**src/rtl/fft_frame_seq.sv**
```systemverilog
// fft_frame_seq: streams one frame of N samples from the sample RAM into the
// FFT core input, then waits for the FFT output frame to finish.
//
// Ports:
//   clk, rst          clock; synchronous active-high reset
//   buf_ready         pulse from RAM writer: a full frame is ready
//   rd_en/rd_addr     RAM read port (this block is its only owner)
//   rd_data           RAM read data, valid one cycle after rd_en
//   fft_t*            AXI-stream style sample output (valid/ready/last/data)
//   fft_out_tvalid/   FFT output stream observation, only the last beat
//   fft_out_tlast     matters
//   busy              high outside IDLE
//   frame_done        one-cycle pulse when the FFT output frame has ended
//   err_overrun       registered pulse: buf_ready arrived while busy
//   err_timeout       registered pulse: FFT output never ended in time
//   overrun_cnt       saturating overrun count (FFT_SEQ_OVERRUN_CNT_EN only)
//
// Build option: define FFT_SEQ_OVERRUN_CNT_EN to add the overrun_cnt port.
module fft_frame_seq #(
  parameter int ADDR_W  = 12,
  parameter int DATA_W  = 16,
  parameter int N       = 4096,
  parameter int TIMEOUT = 65535
) (
  input  logic              clk,
  input  logic              rst,
  input  logic              buf_ready,
  output logic              rd_en,
  output logic [ADDR_W-1:0] rd_addr,
  input  logic [DATA_W-1:0] rd_data,
  output logic [DATA_W-1:0] fft_tdata,
  output logic              fft_tvalid,
  input  logic              fft_tready,
  output logic              fft_tlast,
  input  logic              fft_out_tvalid,
  input  logic              fft_out_tlast,
  output logic              busy,
  output logic              frame_done,
  output logic              err_overrun,
  output logic              err_timeout
`ifdef FFT_SEQ_OVERRUN_CNT_EN
  ,
  output logic [7:0]        overrun_cnt
`endif
);

  typedef enum logic [1:0] {S_IDLE, S_READ, S_WAIT_OUT, S_DONE} state_t;

  localparam logic [ADDR_W:0] N_L     = (ADDR_W+1)'(N);
  localparam logic [ADDR_W:0] LAST_L  = (ADDR_W+1)'(N-1);
  localparam logic [ADDR_W:0] IDX_ONE = {{ADDR_W{1'b0}}, 1'b1};
  localparam logic [15:0]     TO_LAST = 16'(TIMEOUT-1);

  state_t state, state_nx;

  // rd_idx: reads issued, out_idx: samples handed to the FFT. Both are one
  // bit wider than the address so they can sit at N without wrapping.
  logic [ADDR_W:0] rd_idx, out_idx;
  logic            inflight;          // rd_en was high last cycle
  logic [DATA_W-1:0] fifo_mem [2];
  logic            wr_ptr, rd_ptr;
  logic [1:0]      fifo_cnt;
  logic [15:0]     wait_cnt;
  logic            pop, issue, out_end, timeout_hit;
  logic [2:0]      occ;

  always_comb begin
    fft_tvalid = (fifo_cnt != 2'd0);
    fft_tdata  = fifo_mem[rd_ptr];
    fft_tlast  = fft_tvalid && (out_idx == LAST_L);
    pop        = fft_tvalid && fft_tready;
    // Occupancy counts reads still in flight so the 2-entry skid buffer can
    // never be overfilled; a pop this cycle frees one slot.
    occ        = {1'b0, fifo_cnt} + {2'b0, inflight};
    issue      = (state == S_READ) && (rd_idx < N_L) && (occ <= ({2'b0, pop} + 3'd1));
    rd_en      = issue;
    rd_addr    = (rd_idx == N_L) ? LAST_L[ADDR_W-1:0] : rd_idx[ADDR_W-1:0];
    busy       = (state != S_IDLE);
    frame_done = (state == S_DONE);
    out_end    = fft_out_tvalid && fft_out_tlast;
    timeout_hit = (state == S_WAIT_OUT) && !out_end && (wait_cnt == TO_LAST);
  end

  always_comb begin
    state_nx = state;
    case (state)
      S_IDLE:     if (buf_ready) state_nx = S_READ;
      S_READ:     if (pop && fft_tlast) state_nx = S_WAIT_OUT;
      S_WAIT_OUT: begin
        if (out_end)          state_nx = S_DONE;
        else if (timeout_hit) state_nx = S_IDLE;
      end
      S_DONE:     state_nx = S_IDLE;
      default:    state_nx = S_IDLE;
    endcase
  end

  always_ff @(posedge clk) begin
    if (rst) begin
      state       <= S_IDLE;
      rd_idx      <= '0;
      out_idx     <= '0;
      inflight    <= 1'b0;
      fifo_mem[0] <= '0;
      fifo_mem[1] <= '0;
      wr_ptr      <= 1'b0;
      rd_ptr      <= 1'b0;
      fifo_cnt    <= 2'd0;
      wait_cnt    <= 16'd0;
      err_overrun <= 1'b0;
      err_timeout <= 1'b0;
    end else begin
      state       <= state_nx;
      // A new frame cannot start while one is in progress, DONE included.
      err_overrun <= buf_ready && (state != S_IDLE);
      err_timeout <= timeout_hit;
      inflight    <= issue;
      if (state == S_IDLE) begin
        rd_idx  <= '0;
        out_idx <= '0;
      end else begin
        if (issue) rd_idx  <= rd_idx + IDX_ONE;
        if (pop)   out_idx <= out_idx + IDX_ONE;
      end
      if (inflight) begin
        fifo_mem[wr_ptr] <= rd_data;
        wr_ptr           <= ~wr_ptr;
      end
      if (pop) rd_ptr <= ~rd_ptr;
      fifo_cnt <= fifo_cnt + {1'b0, inflight} - {1'b0, pop};
      if ((state == S_WAIT_OUT) && !out_end && !timeout_hit)
        wait_cnt <= wait_cnt + 16'd1;
      else
        wait_cnt <= 16'd0;
    end
  end

`ifdef FFT_SEQ_OVERRUN_CNT_EN
  always_ff @(posedge clk) begin
    if (rst)
      overrun_cnt <= 8'd0;
    else if (err_overrun && (overrun_cnt != 8'hFF))
      overrun_cnt <= overrun_cnt + 8'd1;
  end
`endif

endmodule

```
**config.mk**
```make
export PLATFORM = sky130hd
export DESIGN_NAME = fft_frame_seq
export DESIGN_NICKNAME = d
export VERILOG_FILES = /design/src/rtl/fft_frame_seq.sv
export SDC_FILE = /design/constraint.sdc
export NUM_CORES = 1
export LEC_CHECK = 0
export BUFFER_PORTS_ARGS = -buffer_cell sky130_fd_sc_hd__buf_2
export CELL_PAD_IN_SITES_DETAIL_PLACEMENT = 0
export CELL_PAD_IN_SITES_GLOBAL_PLACEMENT = 1
export CORE_UTILIZATION = 40
export DETAILED_ROUTE_END_ITERATION = 7
export PLACE_DENSITY = 0.77
export SYNTH_ARGS = -nofsm -noshare
export SYNTH_HDL_FRONTEND = slang
export SYNTH_SLANG_ARGS = --single-unit
```
**constraint.sdc**
```tcl
create_clock -name clk -period 2.9 [get_ports clk]
set_input_delay 0.29 -clock clk [delete_from_list [all_inputs] [get_ports clk]]
set_output_delay 0.29 -clock clk [all_outputs]
set_load 0.005 [all_outputs]
```
* After elaboration in Yosys (flattened, before gate mapping) *
Memories as Yosys holds them, arrays and structs flattened. A register that Yosys moved wholly into a read port is not among the register bits.
Index checks and enable logic that the tools add are counted.

word-level totals
  bits in registers = 51
  latch bits = 0
  memory bits (writable) = 32
  memory bits (read-only) = 0
  output and inout bits = 35
  word-level logic and storage cells = 67
  memories = 1

memory list
  memory    depth  bits a word  read ports  clocked after Yosys merged registers in  write ports  line  RTL
  fifo_mem  2      16           1           1                                        2            60    logic [DATA_W-1:0] fifo_mem [2];

cells by class
  add/subtract/negate cells = 7
  multipliers = 0
  div/mod/pow operators = 0
  $lt $le $gt $ge = 2
  equality and inequality tests = 9
  shift operators = 0
  muxes and demuxes = 16
  bitwise gates (word level) = 3
  reductions and logical operators = 19

operators with widths
  operator               number
  $add 13x1->13 const B  2
  $add 16x1->16 const B  1
  $eq 16x16->1 const B   1
  $mux 16                1
  $reduce_or 16->1       1
  $eq 13x12->1 const B   1
  $eq 13x13->1 const B   1
  $lt 13x13->1 const B   1
  $mux 12                1
  $logic_and 1x1->1      10
  $mux 1                 9
  $mux 2                 4
  $pmux 2 s4             1
  $eq 2x2->1 const B     2
  $reduce_bool 2->1      2
  $reduce_or 2->1        2
  $add 2x1->3            1
  $le 3x2->1             1
  $ne 3x3->1 const B     1
  $not 1->1              3
  $reduce_and 3->1       1
  $add 1x1->2 const B    1
  $add 2x1->2            1
  $eq 2x1->1 const B     1
  other kinds (5)        6

* Depth between registers and ports, before layout *
  depth after elaboration = 8
  depth in mapped cells = 8

* Worst setup path before layout *
Ideal clock, no wire load.

  kind = reg2reg
  from = register fifo_cnt[1]
  to = register rd_idx[5]
  setup time = 0.070 ns
  arrival time = 2.733 ns
  required time = 2.830 ns
  path slack = 0.097 ns
  stages on the path, launching flop included = 8
  period minus slack after synthesis = 2.803 ns
  path through = dfxtp_1 -> o21ai_1 -> clkinv_1 -> fa_1 -> nor3b_1 -> o21ai_1 -> or3_1 -> a21oi_1

between the ends
  cells in the longest elaborated chain, start to end = 5
  elaborated cells on any way between the ends = 6
  those cells by class = add/sub (2); order compare (1); reduce/logical (3)

RTL lines
  what                      line  RTL
  start: declaration        62    logic [1:0] fifo_cnt;
  start signal: assignment  130   fifo_cnt <= fifo_cnt + {1'b0, inflight} - {1'b0, pop};
  $reduce_bool 2->1         68    fft_tvalid = (fifo_cnt != 2'd0);
  $logic_and 1x1->1         71    pop = fft_tvalid && fft_tready;
  net pop                   64    logic pop, issue, out_end, timeout_hit;
  $add 1x1->2               75    issue = (state == S_READ) && (rd_idx < N_L) && (occ <= ({2'b0, pop} + 3'd1));
  $le 3x2->1                75
  $logic_and 1x1->1         75
  end signal: assignment    122   if (issue) rd_idx <= rd_idx + IDX_ONE;
  end: declaration          58    logic [ADDR_W:0] rd_idx, out_idx;

The timed path passes the listed nets, and every way through them passes these cells.
A chain may end at the register's enable or synchronous reset.

* Final worst setup path *
  from = register fifo_cnt[1]
  to = output rd_en

between the ends
  cells in the longest elaborated chain, start to end = 5
  elaborated cells on any way between the ends = 6
  those cells by class = add/sub (2); order compare (1); reduce/logical (3)

RTL lines
  what               line  RTL
  $reduce_bool 2->1  68
  $logic_and 1x1->1  71
  net pop            64
  $add 1x1->2        75
  $le 3x2->1         75
  $logic_and 1x1->1  75
  end: declaration   28    output logic rd_en,

The timed path passes the listed nets, and every way through them passes these cells.

==> impl_metrics.py <==
metrics = {
    "synth": {
        "synthCells": 377,
        "avgSynthCellArea_um2": 10.3,
        "synthTopCellsByCount": "dfxtp_1, nor2_1, and2_1, edfxtp_1, xnor2_1",
        "yosysTopAreaCellShare": 0.269,
        "yosysMostFrequentCell": "dfxtp_1",
        "yosysWarnings": 0,
        "synth_ff_type": "dfxtp_1",
        "synth.net_count": 410,
        "ys_ff_latch": 84,
        "yosys.area.top_type": "dfxtp_1",
        "yosysSeqAreaShare": 0.518,
        "synth.distinct_cells": 43,
        "synthArstFlopShare": 0,
        "synth_edf_count": 32,
        "syn_area_um2": 3870,
        "yosys-top-cells-area": "dfxtp_1, edfxtp_1, and2_1",
    },
    "global_route": {
        "grt_overflow": 0,
        "grt_max_degree": 18,
        "antenna_found_initial": 0,
        "track_usage": 0.157,
        "grt_pass1_wl_um": 12300,
        "first_global_vias": 2670,
    },
    "cts": {
        "clock-sinks": 84,
        "root_buffer": "clkbuf_8",
        "cts-buffers-inserted": 9,
        "clockBufferDepth": 2,
        "hold_buffers": 0,
        "cts_resized": 0,
        "post_cts_buffers": 0,
        "cts-htree-levels": 3,
        "cts_tree": "built",
        "clkLatencyLatePin_ns": 0.36,
        "clk_transition_reported_paths_ns": 0.09,
    },
    "drt": {
        "via_per_inst": 4.90,
        "drc": 0,
        "ant_nets": 0,
        "via_count": 2812,
        "drt_iter0_drc": 123,
        "routed_wl_um": 7570,
        "routedWlPerCell_um": 13.2,
        "firstDrtPassIters": 4,
    },
    "floorplan": {
        "core-area_um2": 9280,
        "die_height_um": 100,
        "start_util": 0.417,
        "dieArea_um2": 10100,
        "placementRows": 35,
        "die_x_um": 100,
        "boundaryPins": 57,
    },
    "sta": {
        "worst_pin_slew_ns": 0.749,
        "max_clock_freq_mhz": 374,
        "skew_ns": 0.0107,
        "period_minus_slack_ns": 2.67,
        "relSlewSlack": 0.500,
        "hold_slack_ns": 0.186,
        "hold_viol_final": 0,
        "fin_crit_sh": 0.921,
        "drv_slew": 0,
        "tns_ns": 0,
        "setup_violations": 0,
        "rsz0062_at_grt": "no",
    },
    "critical_path": {
        "cp.required_ns": 2.61,
        "cp_data_arrival_time_ns": 2.38,
        "crit_chain": "o21ai_1 -> clkinv_1 -> fa_1 -> o31a_1 -> o21ai_2 -> inv_1 -> buf_2",
        "crit_type": "register to output pin",
        "end_kind": "output pin",
        "cpLargestDelayFamily": "compound AO/OA/AOI/OAI gates",
        "path_buf_inv": 3,
        "crit_slowest_cell": "fa_1",
        "cp-start-kind": "register",
        "slowest_delay_ns": 0.48,
        "crit_fanout": 8,
    },
    "power_and_ir_drop": {
        "power.total_uw": 2860,
        "leakagePower_uw": 0.00176,
        "vdd_drop_max_mv": 0.285,
        "powerDensity_nw_per_um2": 632,
    },
    "placement": {
        "io_buffers": 56,
        "dpl.hpwl_um": 5310,
        "gp_congestion": 0.798,
    },
    "worst_hold_path": {
        "hp-class": "primary input to register",
    },
    "finish": {
        "area_growth_pct": 16.9,
        "drive_gt1_frac": 0.229,
        "fin_nets": 473,
        "antenna_cells": 0,
    },
    "run_status": {
        "outcome": "completed",
    },
    "flow_run": {
        "max_cap_violations": 0,
    },
}
==> cell type report <==
type,instances,area [um^2]
Inverter,20,75.1
Sequential cell,84,2000
Fill cell,940,4760
Clock buffer,9,124
Multi-Input combinational cell,263,1750
Clock inverter,7,81.3
Tap cell,129,161
Timing Repair Buffer,62,325
==> layout by cell type (no fill, tap or decap), types with 13 or more instances in the layout <==
cell type and instances:
and2_1 33, buf_2 56, dfxtp_1 52, edfxtp_1 32, inv_1 19, mux2_2 16, nand2_1 19, nand3_1 13
nor2_1 42, xnor2_1 23
==> logic make-up (layout without fill, tap and decap cells) <==
group                    count (synthesis)  after routing  synth area share
AO/OA/AOI/OAI                           31             31            0.0492
XOR/XNOR                                33             33            0.0747
adder cells (fa/ha/maj)                 11             11            0.0375
buffers and inverters                   30             98            0.0301
flip-flops                              84             84             0.518
multiplexers                            17             17            0.0492
AND/OR/NAND/NOR                        171            171             0.242
==> layer usage <==
layer  global-route usage  up-vias  routed length [um]
met5                    0        -                   0
met3               0.0306       10                 236
met2                0.251       51                3470
li1                     -     1433                   -
met1                0.204     1318                3720
met4               0.0758        0                 142
==> path summary, 6_finish.rpt <==
path / startpoint / end / slack (ns) / cells past startpoint
hold / removal: buf_ready / err_overrun / 0.19 / 3
setup reg to reg: fifo_cnt[1] / rd_idx[9] / 0.56 / 8
hold reg to reg: wait_cnt[0] / wait_cnt[0] / 0.48 / 1
setup / recovery: fifo_cnt[1] / rd_en / 0.23 / 7
==> power breakdown <==
| group | internal (uW) | switching [uW] | total (uW) |
|---|---|---|---|
| clock | 410 | 453 | 863 |
| combinational | 298 | 298 | 595 |
| sequential | 1330 | 72.6 | 1400 |
==> registers in the layout (all words and copies together), names as in the netlist, named ones only <==
| name | flops |
|---|---|
| fifo_cnt | 2 |
| out_idx | 13 |
| fifo_mem | 32 |
| err_overrun | 1 |
| rd_idx | 13 |
| wait_cnt | 16 |
| inflight | 1 |
| wr_ptr | 1 |
| err_timeout | 1 |
| rd_ptr | 1 |
| state | 2 |
==> worst reg2reg max path, cell delays in order, from the launching register on <==
cell       delay (ns)
dfxtp_1          0.36
o21ai_1          0.19
clkinv_1         0.13
fa_1             0.48
nor3b_1          0.20
buf_4            0.18
o2111ai_1        0.22
or3_1            0.38
a21oi_1          0.15
==> through the flow <==
stage | instance area [um^2] | std cells | util | setup WS [ns]
after CTS | 4520 | 574 | 0.487 | 0.0638
after detailed placement | 4310 | 558 | 0.465 | 0.447
after global placement | 4310 | 558 | 0.465 | 0.475
after floorplan | 3870 | 377 | - | 0.0967
after global routing | 4520 | 574 | 0.487 | 0.00905
final | 4520 | 574 | 0.487 | 0.228
(Power assumes the default switching activity.)
